## config.mk

```make
export PLATFORM = sky130hd
export DESIGN_NAME = mtc_pkt_decoder
export DESIGN_NICKNAME = d
export VERILOG_FILES = /design/src/rtl/mtc_pkt_decoder.sv
export SDC_FILE = /design/constraint.sdc
export NUM_CORES = 1
export LEC_CHECK = 0
export BUFFER_PORTS_ARGS = -buffer_cell sky130_fd_sc_hd__buf_2
export CAP_MARGIN = 0
export CORE_MARGIN = 2
export CORE_UTILIZATION = 35
export DETAILED_ROUTE_END_ITERATION = 7
export HOLD_SLACK_MARGIN = 0.02
export SETUP_SLACK_MARGIN = 0.1
export SYNTH_ARGS = -nofsm -noshare
export SYNTH_HDL_FRONTEND = slang
export SYNTH_SLANG_ARGS = --single-unit
```

## constraint.sdc

```tcl
create_clock -name clock -period 4.6 [get_ports clock]
set_input_delay 0.92 -clock clock [delete_from_list [all_inputs] [get_ports clock]]
set_output_delay 0.92 -clock clock [all_outputs]
set_load 0.02 [all_outputs]
```

## src/rtl/mtc_pkt_decoder.sv

```systemverilog
`timescale 1ns/1ps
// MTC-to-SL packet decoder: a one-stage decode register feeding a first-word-fall-through FIFO.
// Optional per-kind and drop statistics are built when MTC_DEC_STATS_EN is defined.
module mtc_pkt_decoder #(
  parameter int MTC_PKT_WIDTH = 128,
  parameter int FIFO_DEPTH = 4,
  localparam int MTC2SL_M_RESERVED_LSB = 0,
  localparam int MTC2SL_M_RESERVED_LEN = 4,
  localparam int MTC2SL_MDT_CHARGE_LSB = 4,
  localparam int MTC2SL_MDT_PROCFLAGS_LSB = 48,
  localparam int MTC2SL_COMMON_LSB = 52,
  localparam int SLC_COMMON_LEN = 76,
  localparam int MDT_W = MTC2SL_MDT_PROCFLAGS_LSB - MTC2SL_MDT_CHARGE_LSB
) (
  input  logic                      clock,
  input  logic                      rst_n,
  input  logic [MTC_PKT_WIDTH-1:0]  mtc_i,
  input  logic                      mtc_valid_i,
  output logic [SLC_COMMON_LEN-1:0] dec_common_o,
  output logic [MDT_W-1:0]          dec_mdt_o,
  output logic [3:0]                dec_procflags_o,
  output logic [2:0]                dec_kind_o,
  output logic                      dec_valid_o,
  input  logic                      dec_ready_i,
  output logic                      err_reserved_o,
  output logic                      overflow_o
`ifdef MTC_DEC_STATS_EN
  ,
  input  logic                      stats_clr_i,
  output logic [127:0]              stats_o,
  output logic [15:0]               drop_cnt_o
`endif
);

  localparam int AW = $clog2(FIFO_DEPTH);
  localparam int ENTRY_W = SLC_COMMON_LEN + MDT_W + 4 + 3;
  localparam int E_PF_LSB = 3;
  localparam int E_MDT_LSB = 7;
  localparam int E_COM_LSB = 7 + MDT_W;
  localparam logic [AW:0] DEPTH_C = (AW+1)'(FIFO_DEPTH);
  localparam logic [AW:0] CNT_ONE = (AW+1)'(1);
  localparam logic [AW-1:0] PTR_ONE = (AW)'(1);

  function automatic logic [2:0] decode_kind(input logic [3:0] pf);
    logic [2:0] k;
    case (pf)
      4'd0:    k = 3'd0;
      4'd1:    k = 3'd1;
      4'd2:    k = 3'd2;
      4'd3:    k = 3'd3;
      4'd4:    k = 3'd4;
      4'd5:    k = 3'd5;
      4'd6:    k = 3'd6;
      default: k = 3'd7;
    endcase
    return k;
  endfunction

  logic               stage_valid_r;
  logic [ENTRY_W-1:0] stage_entry_r;
  logic               err_reserved_r;
  logic               overflow_r;
  logic [ENTRY_W-1:0] mem_r [FIFO_DEPTH];
  logic [AW-1:0]      wr_ptr_r;
  logic [AW-1:0]      rd_ptr_r;
  logic [AW:0]        count_r;
  logic               dec_valid_s;
  logic               pop_s;
  logic               full_s;
  logic               wr_en_s;
  logic               drop_s;
  logic [ENTRY_W-1:0] head_s;

  assign dec_valid_s = (count_r != '0);
  assign pop_s       = dec_valid_s & dec_ready_i;
  assign full_s      = (count_r == DEPTH_C);
  // A full FIFO still accepts the write when the head leaves on the same edge.
  assign wr_en_s     = stage_valid_r & (~full_s | pop_s);
  assign drop_s      = stage_valid_r & full_s & ~pop_s;
  assign head_s      = mem_r[rd_ptr_r];

  // Decode stage: capture packet fields and precomputed kind; flag reserved bits.
  always_ff @(posedge clock or negedge rst_n) begin
    if (!rst_n) begin
      stage_valid_r  <= 1'b0;
      stage_entry_r  <= '0;
      err_reserved_r <= 1'b0;
    end else begin
      stage_valid_r  <= mtc_valid_i;
      err_reserved_r <= mtc_valid_i & (|mtc_i[MTC2SL_M_RESERVED_LSB +: MTC2SL_M_RESERVED_LEN]);
      if (mtc_valid_i) begin
        stage_entry_r <= {mtc_i[MTC2SL_COMMON_LSB +: SLC_COMMON_LEN],
                          mtc_i[MTC2SL_MDT_CHARGE_LSB +: MDT_W],
                          mtc_i[MTC2SL_MDT_PROCFLAGS_LSB +: 4],
                          decode_kind(mtc_i[MTC2SL_MDT_PROCFLAGS_LSB +: 4])};
      end
    end
  end

  // FIFO storage; contents are don't-care until covered by count_r.
  always_ff @(posedge clock) begin
    if (wr_en_s) begin
      mem_r[wr_ptr_r] <= stage_entry_r;
    end
  end

  // FIFO pointers, occupancy and sticky overflow.
  always_ff @(posedge clock or negedge rst_n) begin
    if (!rst_n) begin
      wr_ptr_r   <= '0;
      rd_ptr_r   <= '0;
      count_r    <= '0;
      overflow_r <= 1'b0;
    end else begin
      if (wr_en_s) begin
        wr_ptr_r <= wr_ptr_r + PTR_ONE;
      end
      if (pop_s) begin
        rd_ptr_r <= rd_ptr_r + PTR_ONE;
      end
      case ({wr_en_s, pop_s})
        2'b10:   count_r <= count_r + CNT_ONE;
        2'b01:   count_r <= count_r - CNT_ONE;
        default: count_r <= count_r;
      endcase
      if (drop_s) begin
        overflow_r <= 1'b1;
      end
    end
  end

  // Head entry fields, forced to zero whenever nothing is presented.
  always_comb begin
    dec_common_o    = '0;
    dec_mdt_o       = '0;
    dec_procflags_o = 4'd0;
    dec_kind_o      = 3'd0;
    if (dec_valid_s) begin
      dec_common_o    = head_s[E_COM_LSB +: SLC_COMMON_LEN];
      dec_mdt_o       = head_s[E_MDT_LSB +: MDT_W];
      dec_procflags_o = head_s[E_PF_LSB +: 4];
      dec_kind_o      = head_s[2:0];
    end else begin
      dec_common_o    = '0;
      dec_mdt_o       = '0;
      dec_procflags_o = 4'd0;
      dec_kind_o      = 3'd0;
    end
  end

  assign dec_valid_o    = dec_valid_s;
  assign err_reserved_o = err_reserved_r;
  assign overflow_o     = overflow_r;

`ifdef MTC_DEC_STATS_EN
  logic [15:0] kind_cnt_r [8];
  logic [15:0] drop_cnt_r;
  logic [2:0]  wr_kind_s;

  assign wr_kind_s = stage_entry_r[2:0];

  // Saturating counters; clear wins over increment.
  always_ff @(posedge clock or negedge rst_n) begin
    if (!rst_n) begin
      for (int k = 0; k < 8; k++) kind_cnt_r[k] <= 16'd0;
      drop_cnt_r <= 16'd0;
    end else if (stats_clr_i) begin
      for (int k = 0; k < 8; k++) kind_cnt_r[k] <= 16'd0;
      drop_cnt_r <= 16'd0;
    end else begin
      if (wr_en_s && (kind_cnt_r[wr_kind_s] != 16'hFFFF)) begin
        kind_cnt_r[wr_kind_s] <= kind_cnt_r[wr_kind_s] + 16'd1;
      end
      if (drop_s && (drop_cnt_r != 16'hFFFF)) begin
        drop_cnt_r <= drop_cnt_r + 16'd1;
      end
    end
  end

  for (genvar g = 0; g < 8; g++) begin : g_stats
    assign stats_o[16*g +: 16] = kind_cnt_r[g];
  end
  assign drop_cnt_o = drop_cnt_r;
`endif

endmodule

```

# Word level (Yosys, flattened, before mapping)
# Memory sizes are Yosys's and may differ from the RTL's.
# Index checks and enable logic that the tools add are counted.
# Widths: inputs -> output; s select.
[totals] regBits=137 mem_bits_rw=508 in_bits=132 mem_count=1 latch_bits=0 mem_bits_ro=0 output_inout_bits=130
[mem_list] name="mem_r" words=4 word_bits=127 rd=1 rd_clocked_by_memory_dff=0 wr=1 line="63" rtl="logic [ENTRY_W-1:0] mem_r [FIFO_DEPTH];"
[classes] div=0 n_eq_ne=9 bitwise_logic=8 shifts=0 n_reduce_logical=4 n_addsub=4 multipliers=0 order_cmp=0 mux=8
[op_table] cell="$mux 76" n=1
[op_table] cell="$mux 44" n=1
[op_table] cell="$pmux 3 s7" n=1
[op_table] cell="$eq 4x3->1 const B" n=3
[op_table] cell="$eq 4x2->1 const B" n=2
[op_table] cell="$pmux 3 s2" n=1
[op_table] cell="$and 1x1->1" n=5
[op_table] cell="$add 2x1->2 const B" n=2
[op_table] cell="$eq 4x1->1 const B" n=1
[op_table] cell="$logic_not 4->1" n=1
[op_table] cell="$mux 4" n=1
[op_table] cell="$reduce_or 4->1" n=1
[op_table] cell="$add 3x1->3 const B" n=1
[op_table] cell="$eq 3x3->1 const B" n=1
[op_table] cell="$mux 3" n=1
[op_table] cell="$reduce_bool 3->1" n=1
[op_table] cell="$sub 3x1->3 const B" n=1
[op_table] cell="$eq 2x1->1 const B" n=1
[op_table] cell="$eq 2x2->1 const B" n=1
[op_table] cell="$mux 1" n=2
[op_table] cell="$not 1->1" n=2
[op_table] cell="$reduce_bool 2->1" n=1
[op_table] cell="$or 1x1->1" n=1

# Depth between registers and ports, before layout
[logic_depth] word_depth=6 mapped_depth=7 mapped_depth_nobuf=6

# Worst setup path before layout
# No wires, ideal clock.
[synth_path] kind="input to register" startpoint="input port dec_ready_i" endpoint="memory mem_r[2][0] (netlist name), enable pin" setup_slack_ps=-157 path_stages=3 arrival_ps=4256 cell_sequence="nor2b_1 -> a21oi_1 -> and2_1"
[synth_via] elab_chain_cells=5
[synth_rtl] item="start: declaration" line="24" rtl="input logic dec_ready_i,"
[synth_rtl] item="$and 1x1->1" line="75" rtl="assign pop_s = dec_valid_s & dec_ready_i;"
[synth_rtl] item="$or 1x1->1" line="78" rtl="assign wr_en_s = stage_valid_r & (~full_s | pop_s);"
[synth_rtl] item="$and 1x1->1" line="78"
[synth_rtl] item="$mux 1" line="102" rtl="if (wr_en_s) begin"
[synth_rtl] item="$mux 1 (not written as such)" line="103" rtl="mem_r[wr_ptr_r] <= stage_entry_r;"
[synth_rtl] item="end: declaration" line="63"
# No other way between the ends.

# Final worst setup path
[layout_path] startpoint="register rd_ptr_r[0]" endpoint="output port dec_procflags_o[1]"
[layout_via] elab_chain_cells=2
[layout_rtl] item="start: declaration" line="65" rtl="logic [AW-1:0] rd_ptr_r;"
[layout_rtl] item="start signal: assignment" line="119" rtl="rd_ptr_r <= rd_ptr_r + PTR_ONE;"
[layout_rtl] item="$mem_v2 4x127"
[layout_rtl] item="$mux 4" line="138" rtl="if (dec_valid_s) begin"
[layout_rtl] item="end: declaration" line="21" rtl="output logic [3:0] dec_procflags_o,"
# No other way between the ends.

==> results.json <==
{
  "outcome": "finished, final reports clean",
  "remaining_drc_errors": 0,
  "syn_nets": 1272,
  "grt_pass1_wl_um": 78640,
  "finalSetupViolations": 0,
  "die_y_um": 268.3,
  "area_growth_pct": 20.18,
  "ys_seq_area_frac": 0.7641,
  "ys_seq_elements": 645,
  "insertion_delay_ps": 610,
  "power.density_mw_per_mm2": 685.1,
  "num_vias": 11703,
  "initialDrtViolationCount": 823,
  "cts_tree": "done",
  "yosysWarnings": 0,
  "antenna_found_initial": 0,
  "firstDrtPassIters": 6,
  "wl_per_cell_um": 21.75,
  "regArea_mm2": 0.01869,
  "period_needed_ps": 3750,
  "yosys.area.top_type": "edfxtp_1",
  "drive_above_1_share": 0.4421,
  "antenna_cells": 0,
  "fin_crit_sh": 0.8152,
  "num-fill-cells": 6016,
  "cp_max_fo": 34,
  "synth_commonest_cells": "508 x edfxtp_1, 137 x dfrtp_1, 131 x and2_1",
  "power.switching_w": 0.006408,
  "path_clk_slew_ps": 60,
  "track_usage": 0.1480,
  "dp_hpwl_um": 28840,
  "startpoint": "rd_ptr_r[0]$_DFFE_PN0N_",
  "r2r-start": "count_r[0]$_DFFE_PN0P_",
  "totalWireLength_um": 52730,
  "htreeDepth": 3,
  "core_area_mm2": 0.06883,
  "internal_power_w": 0.01372,
  "tightest_slew_ps": 966.6,
  "synth-edff-count": 508,
  "drtAntennaViolNets": 0,
  "start_util": 0.3552,
  "hold_path_class": "in -> async",
  "syn_avg_cell_area_um2": 21.54,
  "routabilityCongestion": 0.6933,
  "static-leakage-power_nw": 10.44,
  "ir_worst_vdd_mv": 0.4272,
  "cts_sinks": 645,
  "rows": 96,
  "port_buffers": 261,
  "seqPwrFrac": 0.399,
  "power_frac_comb": 0.306,
  "final_hold_viol_count": 0,
  "rsz0062_at_grt": "no",
  "slew_headroom": 0.3556,
  "drv_cap": 0,
  "cts_hold_buf": 0,
  "cts_resized": 0,
  "grt_pass1_vias": 12715,
  "swShare": 0.3183,
  "ys_top_cells_by_area": "edfxtp_1 62%, dfrtp_1 14%, mux4_2 12%, mux2_2 5.8%, and2_1 3.4%",
  "nNetsFinal": 1570,
  "end_kind": "output pin",
  "critPathKind": "reg -> out",
  "fmax_mhz": 266.7,
  "globalRoute.totalOverflow": 0,
  "io_pins": 262,
  "fin_ws_ps": 849.9,
  "dieArea_mm2": 0.07199,
  "clk_path_buf_depth": 3,
  "critPathLaunchType": "flop",
  "async_flop_share": 0.2124,
  "place_ws_ps": 1344,
  "grt_max_degree": 128,
  "required_ps": 3680,
  "yosysMostFrequentCell": "edfxtp_1",
  "die_x_um": 268.3,
  "avgViaCountPerCell": 4.828,
  "crit_arrival_ps": 2830,
  "cts_setup_buffers": 0,
  "slew_violations": 0,
  "cts_buffers": 72,
  "root_buffer": "clkbuf_16",
  "clkPwrFrac": 0.294,
  "netlist_instances": 1135,
  "ys_types": 35,
  "synth_top_area_share": 0.6239,
  "fin_setup_tns_ps": 0,
  "multi_input_area_mm2": 0.005411,
  "ys.flop_type": "edfxtp_1",
  "synthesis.area_mm2": 0.02445,
  "finalClockSkew_ps": 14.28
}
-- cell families (layout without fill, tap and decap cells) --
group                      Yosys count  after routing  share of synthesized area
adders and majority gates            5              5                   0.002866
buffers and inverters               64            422                    0.01515
DFF                                645            645                     0.7641
and+or+nand+nor                    148            148                    0.03679
AOI/OAI and AO/OA                   16             16                   0.004709
xor gates and xnor gates             5              5                   0.001791
muxes                              252            252                     0.1746
-- final timing paths --
check / depth (start not counted) / slack, ps / end
min in group clock: 1 / 490 / overflow_o$_DFFE_PN0P_
max in group asynchronous: 2 / 3230 / stage_entry_r[122]$_DFFE_PN0P_
max reg2reg: 6 / 2040 / count_r[2]$_DFFE_PN0P_
min: 1 / 350 / stage_entry_r[54]$_DFFE_PN0P_
min reg2reg: 1 / 490 / overflow_o$_DFFE_PN0P_
max: 4 / 850 / dec_procflags_o[1]
-- registers in the layout (all words and copies together), names as in the netlist --
signal and cells:
count_r 3, err_reserved_o 1, mem_r 508, overflow_o 1, rd_ptr_r 2, stage_entry_r 127, stage_valid_r 1, wr_ptr_r 2
-- power by group through the flow --
stage | logic (W) | registers (W) | clock network [W]
detailed placement | 0.00634 | 0.00819 | 0
floorplan | 0.00433 | 0.00791 | 0
global route | 0.00664 | 0.00817 | 0.00632
finish | 0.00617 | 0.00804 | 0.00592
global placement | 0.00636 | 0.00812 | 0
CTS | 0.00636 | 0.00808 | 0.00611
-- layout by cell type (no fill, tap or decap), types with 6 or more instances in the layout --
| master | instances |
|---|---|
| inv_6 | 6 |
| clkinv_2 | 13 |
| and2_1 | 127 |
| buf_12 | 11 |
| dfrtp_1 | 135 |
| mux4_2 | 127 |
| clkbuf_16 | 72 |
| edfxtp_1 | 508 |
| buf_2 | 259 |
| clkbuf_1 | 13 |
| mux2_2 | 125 |
| buf_4 | 11 |
| bufinv_16 | 11 |
| nor2_1 | 8 |
-- area by class of cell --
cell class                 instances  share of cell area
clock inverter                    45             0.01942
inverter                           5           0.0006387
tap                              931             0.03964
timing repair buffer             283             0.05519
sequential                       645              0.6361
multi-input combinational        426              0.1842
clock buffer                      89             0.06485
-- per-layer routing --
layer | track usage | up-vias | routed length, µm
met4 | 0.05285 | 0 | 1418
met3 | 0.02694 | 84 | 2333
met2 | 0.2528 | 300 | 26970
li1 | - | 5124 | -
met5 | 0 | - | 0
met1 | 0.1893 | 6195 | 22000
-- worst max-delay path: stages (launching register included) --
cell,delay (ps)
dfrtp_4,900
buf_4,400
mux4_2,550
and2_1,180
buf_2,160
-- per-stage QoR --
step,area [µm²],util,cells,total power [W],hold WS (ps)
finish,29380,0.4269,2424,0.02013,346.7
global route,29380,0.4269,2424,0.02112,409.4
CTS,29380,0.4269,2424,0.02055,380.9
detailed placement,26910,0.3909,2290,0.01453,477.0
global placement,26910,0.3909,2290,0.01448,471.4
floorplan,24450,-,1135,0.01224,472.4
(Power assumes the default switching activity.)
